$ cat src/rtl/mem_port_arbiter.sv
`default_nettype none
// ============================================================================
// Module      : mem_port_arbiter
// Description : Shares one single-ported memory between two requesters.
//               Port 0 is the CPU control path (fetch/operand/store), port 1
//               is the I/O / DMA engine. Each access is captured in IDLE,
//               held on the memory strobes for MEM_LAT cycles (ACCESS), and
//               acknowledged with a one-cycle pulse (DONE).
// Revision    : 1.0 - initial release
// ----------------------------------------------------------------------------
// Parameters  : ADDR_W  - memory address width
//               DATA_W  - memory data width
//               MEM_LAT - cycles rd/wr are held asserted (1..15)
// Ports       : mclk, mrst         - clock, synchronous active-high reset
//               req0/we0/addr0/wdata0 -> ack0/rdata0 : port 0 (CPU)
//               req1/we1/addr1/wdata1 -> ack1/rdata1 : port 1 (DMA)
//               mem_rd/mem_wr/mem_addr/mem_wdata, mem_rdata : memory side
//               cpu_stall - high while port 0 waits for its acknowledge
//               busy      - high whenever the arbiter is not idle
// Build option: define MEM_ARB_RR_EN for round-robin arbitration on ties;
//               otherwise port 0 has fixed priority.
// ============================================================================
module mem_port_arbiter #(
  parameter int ADDR_W  = 12,
  parameter int DATA_W  = 16,
  parameter int MEM_LAT = 2
) (
  input  logic              mclk,
  input  logic              mrst,
  input  logic              req0,
  input  logic              we0,
  input  logic [ADDR_W-1:0] addr0,
  input  logic [DATA_W-1:0] wdata0,
  output logic              ack0,
  output logic [DATA_W-1:0] rdata0,
  input  logic              req1,
  input  logic              we1,
  input  logic [ADDR_W-1:0] addr1,
  input  logic [DATA_W-1:0] wdata1,
  output logic              ack1,
  output logic [DATA_W-1:0] rdata1,
  output logic              mem_rd,
  output logic              mem_wr,
  output logic [ADDR_W-1:0] mem_addr,
  output logic [DATA_W-1:0] mem_wdata,
  input  logic [DATA_W-1:0] mem_rdata,
  output logic              cpu_stall,
  output logic              busy
);

  localparam logic [3:0] LAT = 4'(MEM_LAT);

  typedef enum logic [1:0] {
    IDLE   = 2'd0,
    ACCESS = 2'd1,
    DONE   = 2'd2
  } state_t;

  state_t     state;
  logic [3:0] cnt;
  logic       grant;   // port currently being served
  logic       we_cap;  // captured direction of the current access
  logic       pick;    // port that wins arbitration this cycle
  logic       we_sel;

`ifdef MEM_ARB_RR_EN
  logic       last_grant;

  // On a tie the port that was not served last time wins; reset leaves
  // last_grant = 1 so port 0 takes the first tie.
  always_comb begin
    pick = ~req0;
    if (req0 && req1) begin
      pick = ~last_grant;
    end
  end
`else
  // Fixed priority: port 1 only when port 0 is not requesting.
  always_comb begin
    pick = ~req0;
  end
`endif

  assign we_sel = pick ? we1 : we0;

  always_ff @(posedge mclk) begin
    if (mrst) begin
      state     <= IDLE;
      cnt       <= 4'd0;
      grant     <= 1'b0;
      we_cap    <= 1'b0;
      ack0      <= 1'b0;
      ack1      <= 1'b0;
      mem_rd    <= 1'b0;
      mem_wr    <= 1'b0;
      mem_addr  <= '0;
      mem_wdata <= '0;
      rdata0    <= '0;
      rdata1    <= '0;
`ifdef MEM_ARB_RR_EN
      last_grant <= 1'b1;
`endif
    end else begin
      ack0 <= 1'b0;
      ack1 <= 1'b0;
      case (state)
        IDLE: begin
          if (req0 || req1) begin
            grant     <= pick;
            we_cap    <= we_sel;
            mem_addr  <= pick ? addr1 : addr0;
            mem_wdata <= pick ? wdata1 : wdata0;
            mem_rd    <= ~we_sel;
            mem_wr    <= we_sel;
            cnt       <= LAT;
            state     <= ACCESS;
          end
        end
        ACCESS: begin
          cnt <= cnt - 4'd1;
          if (cnt == 4'd1) begin
            // Last strobe cycle: memory data is valid now, so latch it and
            // raise the ack that will be visible during DONE.
            mem_rd <= 1'b0;
            mem_wr <= 1'b0;
            if (!we_cap) begin
              if (grant) begin
                rdata1 <= mem_rdata;
              end else begin
                rdata0 <= mem_rdata;
              end
            end
            ack0  <= ~grant;
            ack1  <= grant;
            state <= DONE;
          end
        end
        DONE: begin
`ifdef MEM_ARB_RR_EN
          last_grant <= grant;
`endif
          state <= IDLE;
        end
        default: begin
          state <= IDLE;
        end
      endcase
    end
  end

  // Combinational so the sequencer is released in the ack cycle itself.
  assign cpu_stall = req0 & ~ack0;
  assign busy      = (state != IDLE);

endmodule
`default_nettype wire

$ cat config.mk
export PLATFORM = sky130hd
export DESIGN_NAME = mem_port_arbiter
export DESIGN_NICKNAME = d
export VERILOG_FILES = /design/src/rtl/mem_port_arbiter.sv
export SDC_FILE = /design/constraint.sdc
export NUM_CORES = 1
export LEC_CHECK = 0
export CORE_ASPECT_RATIO = 0.5
export CORE_MARGIN = 2
export CORE_UTILIZATION = 37
export CTS_BUF_LIST = sky130_fd_sc_hd__clkbuf_16
export DETAILED_ROUTE_END_ITERATION = 8
export HOLD_SLACK_MARGIN = 0.1
export PLACE_DENSITY = 0.88
export SLEW_MARGIN = 20
export SYNTH_ARGS = -nofsm -noshare
export SYNTH_HDL_FRONTEND = slang
export SYNTH_SLANG_ARGS = --single-unit
export TNS_END_PERCENT = 10
$ cat constraint.sdc
create_clock -name mclk -period 1.6 [get_ports mclk]
set_input_delay 0.32 -clock mclk [delete_from_list [all_inputs] [get_ports mclk]]
set_output_delay 0.32 -clock mclk [all_outputs]
set_load 0.05 [all_outputs]
==> results of run 1 <==
==> worst register-to-register path, delay by kind of cell, from the launching register on <==
kind | cells | cell delay (ps)
and+or+nand+nor | 2 | 890
DFF | 1 | 320
muxes | 1 | 150
adders and majority gates | 1 | 120
buffers and inverters | 1 | 70
==> repair_timing <==
| item | 4_1_cts | 5_1_grt |
|---|---|---|
| cloned | 0 | 0 |
| setup endpoints to repair | 37 | 25 |
| gates resized for setup | 2 | 2 |
| hold buffers | 0 | 0 |
| pin swaps | 0 | 1 |
==> where the power goes <==
| group | total (W) | switching [W] | internal, W |
|---|---|---|---|
| clock network | 0.00237 | 0.000706 | 0.00167 |
| logic | 0.00122 | 0.000707 | 0.000512 |
| registers | 0.00198 | 0.0000708 | 0.00191 |
| total | 0.00557 | 0.00148 | 0.00409 |
==> worst max path at each step <==
stage	end	start	depth (start not counted)	slack (ps)
after global placement	mem_wdata[9]$_SDFFE_PP0P_	req1	4	-420
after detailed placement	mem_addr[5]$_SDFFE_PP0P_	req1	4	-500
after CTS	rdata0[9]$_SDFFE_PP0P_	cnt[1]$_SDFFE_PP0P_	5	-80
final	rdata0[9]$_SDFFE_PP0P_	cnt[1]$_SDFFE_PP0P_	5	-70
after global routing	rdata0[9]$_SDFFE_PP0P_	cnt[1]$_SDFFE_PP0P_	5	-130
after floorplan	rdata0[4]$_SDFFE_PP0P_	cnt[1]$_SDFFE_PP0P_	7	-130
==> cell families after synthesis <==
| kind of cell | Yosys count | share of synthesized area (%) |
|---|---|---|
| buffers and inverters | 30 | 4.24 |
| AO/OA/AOI/OAI | 73 | 15.3 |
| AND/OR/NAND/NOR | 75 | 11.4 |
| flip-flops | 72 | 47.9 |
| adder cells (fa/ha/maj) | 2 | 0.831 |
| multiplexers | 61 | 20.3 |
==> through the flow <==
step | utilization [%] | setup WS (ps)
2_1_floorplan | - | -133
3_3_place_gp | 57.4 | -420
3_5_place_dp | 57.4 | -497
4_1_cts | 62.0 | -77.4
5_1_grt | 62.1 | -133
6_report | 62.1 | -71.0
==> sequential cells by signal (all words and copies together), names as in the netlist <==
register   cells
mem_addr      12
grant          1
rdata0        16
mem_wdata     16
ack0           1
mem_wr         1
state          2
rdata1        16
ack1           1
cnt            4
we_cap         1
mem_rd         1
==> Yosys cell counts, drive strengths merged <==
master   n  share of area [%]
dfxtp   72                 48
mux2i   60                 20
nand2   53                6.6
a21oi   34                5.7
a211oi  30                7.5
clkbuf  19                2.4
buf      7                1.4
nor2     5               0.71
inv      3               0.37
nand3b   3               0.75
nor4     3               0.62
and2     2               0.42
ha       2               0.83
nor2b    2               0.42
o211ai   2               0.50
o21ai    2               0.33
a21o     1               0.25
a221oi   1               0.29
a31oi    1               0.21
clkinv   1               0.12
mux2     1               0.37
nand2b   1               0.21
nor3     1               0.17
nor3b    1               0.25
nor4bb   1               0.33
o211a    1               0.33
o221ai   1               0.29
or2      1               0.21
or3b     1               0.29
or4      1               0.37
==> cell type report <==
| type | instances | area (um2) | area share [%] |
|---|---|---|---|
| clock buffers | 9 | 225 | 4.57 |
| clock inverters | 6 | 133 | 2.69 |
| inverters | 4 | 20.0 | 0.406 |
| multi-input cells | 211 | 1480 | 30.0 |
| flip-flops and latches | 72 | 1440 | 29.3 |
| well taps | 112 | 140 | 2.84 |
| repair buffers | 165 | 1490 | 30.3 |
==> metal layers <==
layer	share of wire [%]	global-route usage, %	vias up
li1	-	-	1413
met1	43	20.9	1306
met2	51	33.8	80
met3	4.9	5.18	8
met4	1.1	7.34	0
met5	0	0	-
==> impl_summary.md, run 1 <==
Outcome
The flow ran to the end, but the final reports show violations. The final reports fail on negative setup slack.

Timing
The time the worst path needs with I/O delays and setup is 1670 ps. The tightest hold path in the finished design has a slack of 457 ps. The final hold violation count is 0. The number of setup violations in the final report is 7. The maximum clock skew at final layout is 4.04 ps. The final setup TNS is -362 ps. The number of slew-limit violations in the final report is 0. The post-layout worst setup margin is -71.0 ps. The peak clock frequency supported by timing is 598 MHz. For the pin with the worst max-slew slack, the measured transition is 684 ps. Dividing the final minimum period by the clock period gives 104%. The tightest slew margin relative to the limit is 54.3%.

Setup repair after global routing could not meet its margin everywhere.

Routing
The first-pass iteration count of the detailed router is 4. The antenna violation net count after detailed routing is 0. The total DRC errors in the routed layout is 0.

Wires add up to 7.98 mm. Across all layers, the routed design uses 2807 vias. Dividing the detail-routed via count by the number of cells gives 4.85. The first-iteration detailed-routing DRC count is 149. After detailed routing, the average wire length per cell comes to 13.8 um.

Worst setup path
The data arrival at the endpoint of the critical path is 1880 ps. The highest net fanout along the worst path is 6. For this design, the slowest cell found on the critical path is sky130_fd_sc_hd__or4_4. The reg-to-reg endpoint is rdata0[9]$_SDFFE_PP0P_. The length in cells of the worst reg-to-reg path is 5. The setup path with the least slack is of type reg -> reg. At the worst endpoint, the required time is 1810 ps. In this design, the stage delay of the slowest critical-path cell is 510 ps. The cell type group with the largest total delay on the critical path is simple AND/OR/NAND/NOR gates. The category of the worst setup path launch point is a flop. The critical register-to-register path startpoint is cnt[1]$_SDFFE_PP0P_.

Together, buffers and inverters on the worst path number 1. STA classifies the critical path endpoint as a flop. Walking the worst path, the cells encountered are inv_2 -> ha_4 -> or3b_4 -> or4_4 -> mux2i_1. The internal reg-to-reg setup slack is -70 ps.

Yosys
The mean instance size in the synthesized netlist is 9.61 um2. The netlist area before placement is 3010 um2. The number of register bits inferred by synthesis is 72.

The number of warnings printed during yosys synthesis is 0. The number of nets handed over by synthesis was 393. The count of mapped cells out of synthesis is 313. The share of synthesized area occupied by flip-flops and latches is 47.9%. In this run, distinct cell masters in the synthesized netlist total 32.

Clocking
The clock drives 72 sinks. The clock tree from TritonCTS is done. After clock tree synthesis, the clock-pin slew on the worst setup and hold paths is 50 ps. The cell at the root of the clock tree is sky130_fd_sc_hd__clkbuf_16. The deepest clock path buffer count is 2. The number of CTS-inserted buffers is 9. The post-CTS repair timing setup buffer count is 0. The clock latency of the later-clocked register in the worst-skew pair is 320 ps. The CTS H-tree depth is 3.

Layout
The most common cell after layout, fill and taps aside is sky130_fd_sc_hd__buf_4. The total of fill cells in the finished design is 658. In the layout the commonest cells are sky130_fd_sc_hd__buf_4, sky130_fd_sc_hd__clkdlybuf4s50_1, sky130_fd_sc_hd__dfxtp_1, sky130_fd_sc_hd__mux2i_1, sky130_fd_sc_hd__nand2_1. The area added between synthesis and finish is 63.9%. Once layout is complete, the cells apart from fillers number 579.

With fillers left out, the area of the finished cells amounts to 4930 um2. Of the cells placed in the final design, the portion with a size suffix greater than 1 is 25.3%. The number of antenna diodes in the final layout is 0. For this run, the post-layout net count is 543.

Power and ir drop
The power per cell area is 1130 nW/um2. The worst supply voltage drop on vdd is 0.000688 V. The static leakage is 2.16 nW. Overall power consumption after layout is estimated at 0.00557 W.

Hold path
The endpoint with the worst hold slack is rdata1[0]$_SDFFE_PP0P_. The path category of the worst min-delay check is reg -> reg. The worst hold path passes through 2 cells. In this run the most critical hold path is launched from rdata1[0]$_SDFFE_PP0P_.

Placed design
The detailed placement HPWL is 5.80 mm. The number of instances in the placed design is 564. The congestion estimate from routability-driven global placement came to 0.764. In this run the cell area measured after placement is 4560 um2.

The count of buffers added on input and output ports is 143.

Floorplan
The number of placed I/O pins is 144. The standard cell core area is 7940 um2. Measured along the y axis, the die boundary spans 67.8 um. The overall die area is 8910 um2.

The number of rows created at floorplan is 23. The floorplan step set the die width to 132 um. The starting density of the core is 37.9%.

GRT
The first global-routing pass estimated 13.0 mm of wire. The number of global-route vias before repair was 2739. Entering global routing, the biggest net connects 49 pins. The initial antenna violation count is 0. The overall track demand over capacity in global routing is 18.4%. Summed over all layers, the global routing overflow is 0.

Run
The tool flagged a number of max-cap violations equal to 0.
No activity file was read; power rests on OpenSTA's default activity.
==> run 2: changes to the inputs <==
GPL_TIMING_DRIVEN = 0   (was unset)
==> run 2 against run 1 <==
  * The flow still finishes with violations (negative setup slack)
  * Die area unchanged
  * Via count is 2.8% higher
  * Global-route usage increased by 2.1 points
  * Sequential share of layout area increased by 0.15 points
  * Worst hold slack got worse by 0.51 ps
  * Largest cell class unchanged
  * Largest power group is now registers
  * Highest routed layer unchanged
==> impl_summary.md, run 2 (synthesis gave the netlist of run 1 again) <==
Outcome
The run finished, with violations left. The final reports fail on negative setup slack.

Clocking
CTS built an H-tree with a depth of 3. The clock latency of the later-clocked register in the worst-skew pair is 330 ps. The clock tree from TritonCTS is done.

The cell at the root of the clock tree is sky130_fd_sc_hd__clkbuf_16. The number of clock buffers added by TritonCTS is 9. The number of sinks on the clock net is 72. The deepest clock path buffer count is 2. The clock slew at the register clock pins of the worst setup and hold paths is 60 ps.

After clock tree synthesis, the flow added hold-fix buffers numbering 0.

Layout
Across the whole layout, storage elements account for 1450 um2. The post-route netlist has 11.4% of its cells at a drive strength greater than 1. The area of the multi-input gates is 1510 um2. The count of nets after finishing is 549. From synthesis to final layout, the design area changed by 63.4%.

The total of fill cells in the finished design is 709. The number of antenna repair diodes is 0. After the flow finishes, the layout carries non-filler instances totaling 586. In the layout the commonest cells are sky130_fd_sc_hd__clkdlybuf4s50_1, sky130_fd_sc_hd__dfxtp_1, sky130_fd_sc_hd__dlygate4sd2_1, sky130_fd_sc_hd__mux2i_1, sky130_fd_sc_hd__nand2_1. The most common cell after layout, fill and taps aside is sky130_fd_sc_hd__clkdlybuf4s50_1.

The largest registers in the layout are mem_wdata x16, rdata0 x16, rdata1 x16.

Routing
The total DRC errors in the routed layout is 0. The first-pass iteration count of the detailed router is 4. For this block, the initial DRC count from the detailed router was 111. The antenna violation net count after detailed routing is 0. After detailed routing, the number of vias per cell comes to 4.92. After detailed routing, the average wire length per cell comes to 15.0 um. The total routed wirelength is 8.80 mm.

The via count of the routed design is 2886.

Power and ir drop
The share of total power in combinational logic is 22.8%. In this run switching power makes up 30.5% of total power. Power spread over the standard cell area amounts to 1050 nW/um2. The internal portion of the total power is 0.00357 W.

The power dissipated by switching net loads is 0.00157 W. The worst-case IR drop observed on VDD is 0.000600 V. The clock share of power is 38.6%. The static leakage is 2.25 nW. The sequential share of power is 38.6%.

Worst setup path
The critical path goes through inv_2 -> ha_4 -> or3b_4 -> or4_4 -> mux2i_1. Data on the critical path arrives at its endpoint at 1920 ps. The highest net fanout along the worst path is 6. The cell at the slowest stage of the critical path is sky130_fd_sc_hd__or4_4. In this design, the stage delay of the slowest critical-path cell is 510 ps. Data on the critical path is required at its endpoint by 1820 ps. The capturing element type of the critical path is a flop. The kind of critical path is reg -> reg. The internal reg-to-reg setup slack is -90 ps. STA classifies the critical path startpoint as a flop.

Timing
The post-layout worst setup margin is -91.9 ps. At the pin with the least slew margin, the transition time is 749 ps. The maximum clock skew at final layout is 4.58 ps. Setup violations remaining at the end of the flow were counted as 14. The worst path uses 106% of the clock period.

The final hold violation count is 0. The worst pin sits at a relative slew slack of 50.0%. The worst path in the final design needs a cycle of 1690 ps, including I/O delays and setup. The worst-case hold slack is 456 ps.

Setup repair after global routing could not meet its margin everywhere. The number of slew-limit violations in the final report came to 0. Based on the critical path, the design can be clocked at up to 591 MHz.

Hold path
The path category of the worst min-delay check is reg -> reg.

Floorplan
The floorplan has 23 rows. The width of the die is 132 um. The floorplan step defined a die boundary enclosing 8910 um2. For this design the top-level I/O count stands at 144. The standard cell core area is 7940 um2.

The starting density of the core is 37.9%. The height of the chip is 67.8 um.

Placed design
In this run, placement finished with an instance count of 567. Input and output buffers added on the ports amount to 142. At the end of routability-driven placement, the weighted congestion stood at 0.810.

Before CTS, the worst setup slack after placement is -915 ps. The detailed placement HPWL is 6.31 mm.

GRT
Entering global routing, the biggest net connects 14 pins. The initial antenna violation count was 0. The first-pass GRT wire length is 14.2 mm. The number of global-route vias before repair is 2945. The overall track demand over capacity in global routing is 20.5%. The total overflow reported by the global router is 0.

Run
The count of max-cap constraint violations is 0.
-- run 2: cell count changes in the layout (fill, tap and decap cells not counted), moves of 3 or more --
cell                            change
sky130_fd_sc_hd__bufinv_16          -3
sky130_fd_sc_hd__dlygate4sd2_1     +63
sky130_fd_sc_hd__clkbuf_2           +7
sky130_fd_sc_hd__buf_4             -76
sky130_fd_sc_hd__clkbuf_1          +10
sky130_fd_sc_hd__buf_12             -5
sky130_fd_sc_hd__buf_2              +3
-- run 2: metal layers --
metal | vias to the layer above | part of all wire, % | GRT usage, %
met5 | - | 0 | 0
met2 | 78 | 50 | 38.5
met4 | 0 | 1.2 | 7.61
met1 | 1363 | 45 | 22.6
met3 | 9 | 3.6 | 6.08
li1 | 1436 | - | -
-- run 2: metrics by stage --
| step | total power (W) | setup TNS [ps] | area, um2 | utilization [%] |
|---|---|---|---|---|
| 6_report | 0.00514 | -919 | 4920 | 61.9 |
| 5_1_grt | 0.00534 | -1990 | 4920 | 61.9 |
| 4_1_cts | 0.00517 | -966 | 4900 | 61.7 |
| 3_5_place_dp | 0.00322 | -19120 | 4600 | 58.0 |
| 3_3_place_gp | 0.00320 | -17480 | 4600 | 58.0 |
| 2_1_floorplan | 0.00273 | -1250 | 3040 | - |
-- run 2: power groups by stage --
stage	Clock (W)	Sequential, W	Combinational, W
after floorplan	0	0.00235	0.000385
after global placement	0	0.00201	0.00119
after detailed placement	0	0.00202	0.00120
after CTS	0.00202	0.00198	0.00117
after global routing	0.00210	0.00200	0.00125
final	0.00198	0.00199	0.00117
-- run 2: what timing repair did --
action	CTS	global route
setup endpoints to repair	106	54
gates resized for setup	94	16
pin swaps	0	1
cloned	1	0
setup buffers	4	0
-- run 2: critical path: cells and delay by family (launching register included) --
kind	cells	cell delay, ps
multiplexers	1	150
adder cells (fa/ha/maj)	1	120
AND/OR/NAND/NOR	2	910
buffers and inverters	1	70
flip-flops	1	330
-- run 2: path summary, 6_finish.rpt --
check	from	end	cells after the start
min reg2reg	rdata0[1]$_SDFFE_PP0P_	rdata0[1]$_SDFFE_PP0P_	2
max reg2reg	cnt[1]$_SDFFE_PP0P_	rdata0[9]$_SDFFE_PP0P_	5
max	cnt[1]$_SDFFE_PP0P_	rdata0[9]$_SDFFE_PP0P_	5
min	rdata0[1]$_SDFFE_PP0P_	rdata0[1]$_SDFFE_PP0P_	2
-- run 2: cell type report --
class / count / share of cell area, %
Tap cell: 112 / 2.85
Buffer: 24 / 2.67
Clock inverter: 7 / 1.45
Timing Repair Buffer: 147 / 28.0
Multi-Input combinational cell: 211 / 30.6
Sequential cell: 72 / 29.4
Inverter: 4 / 0.407
Clock buffer: 9 / 4.58
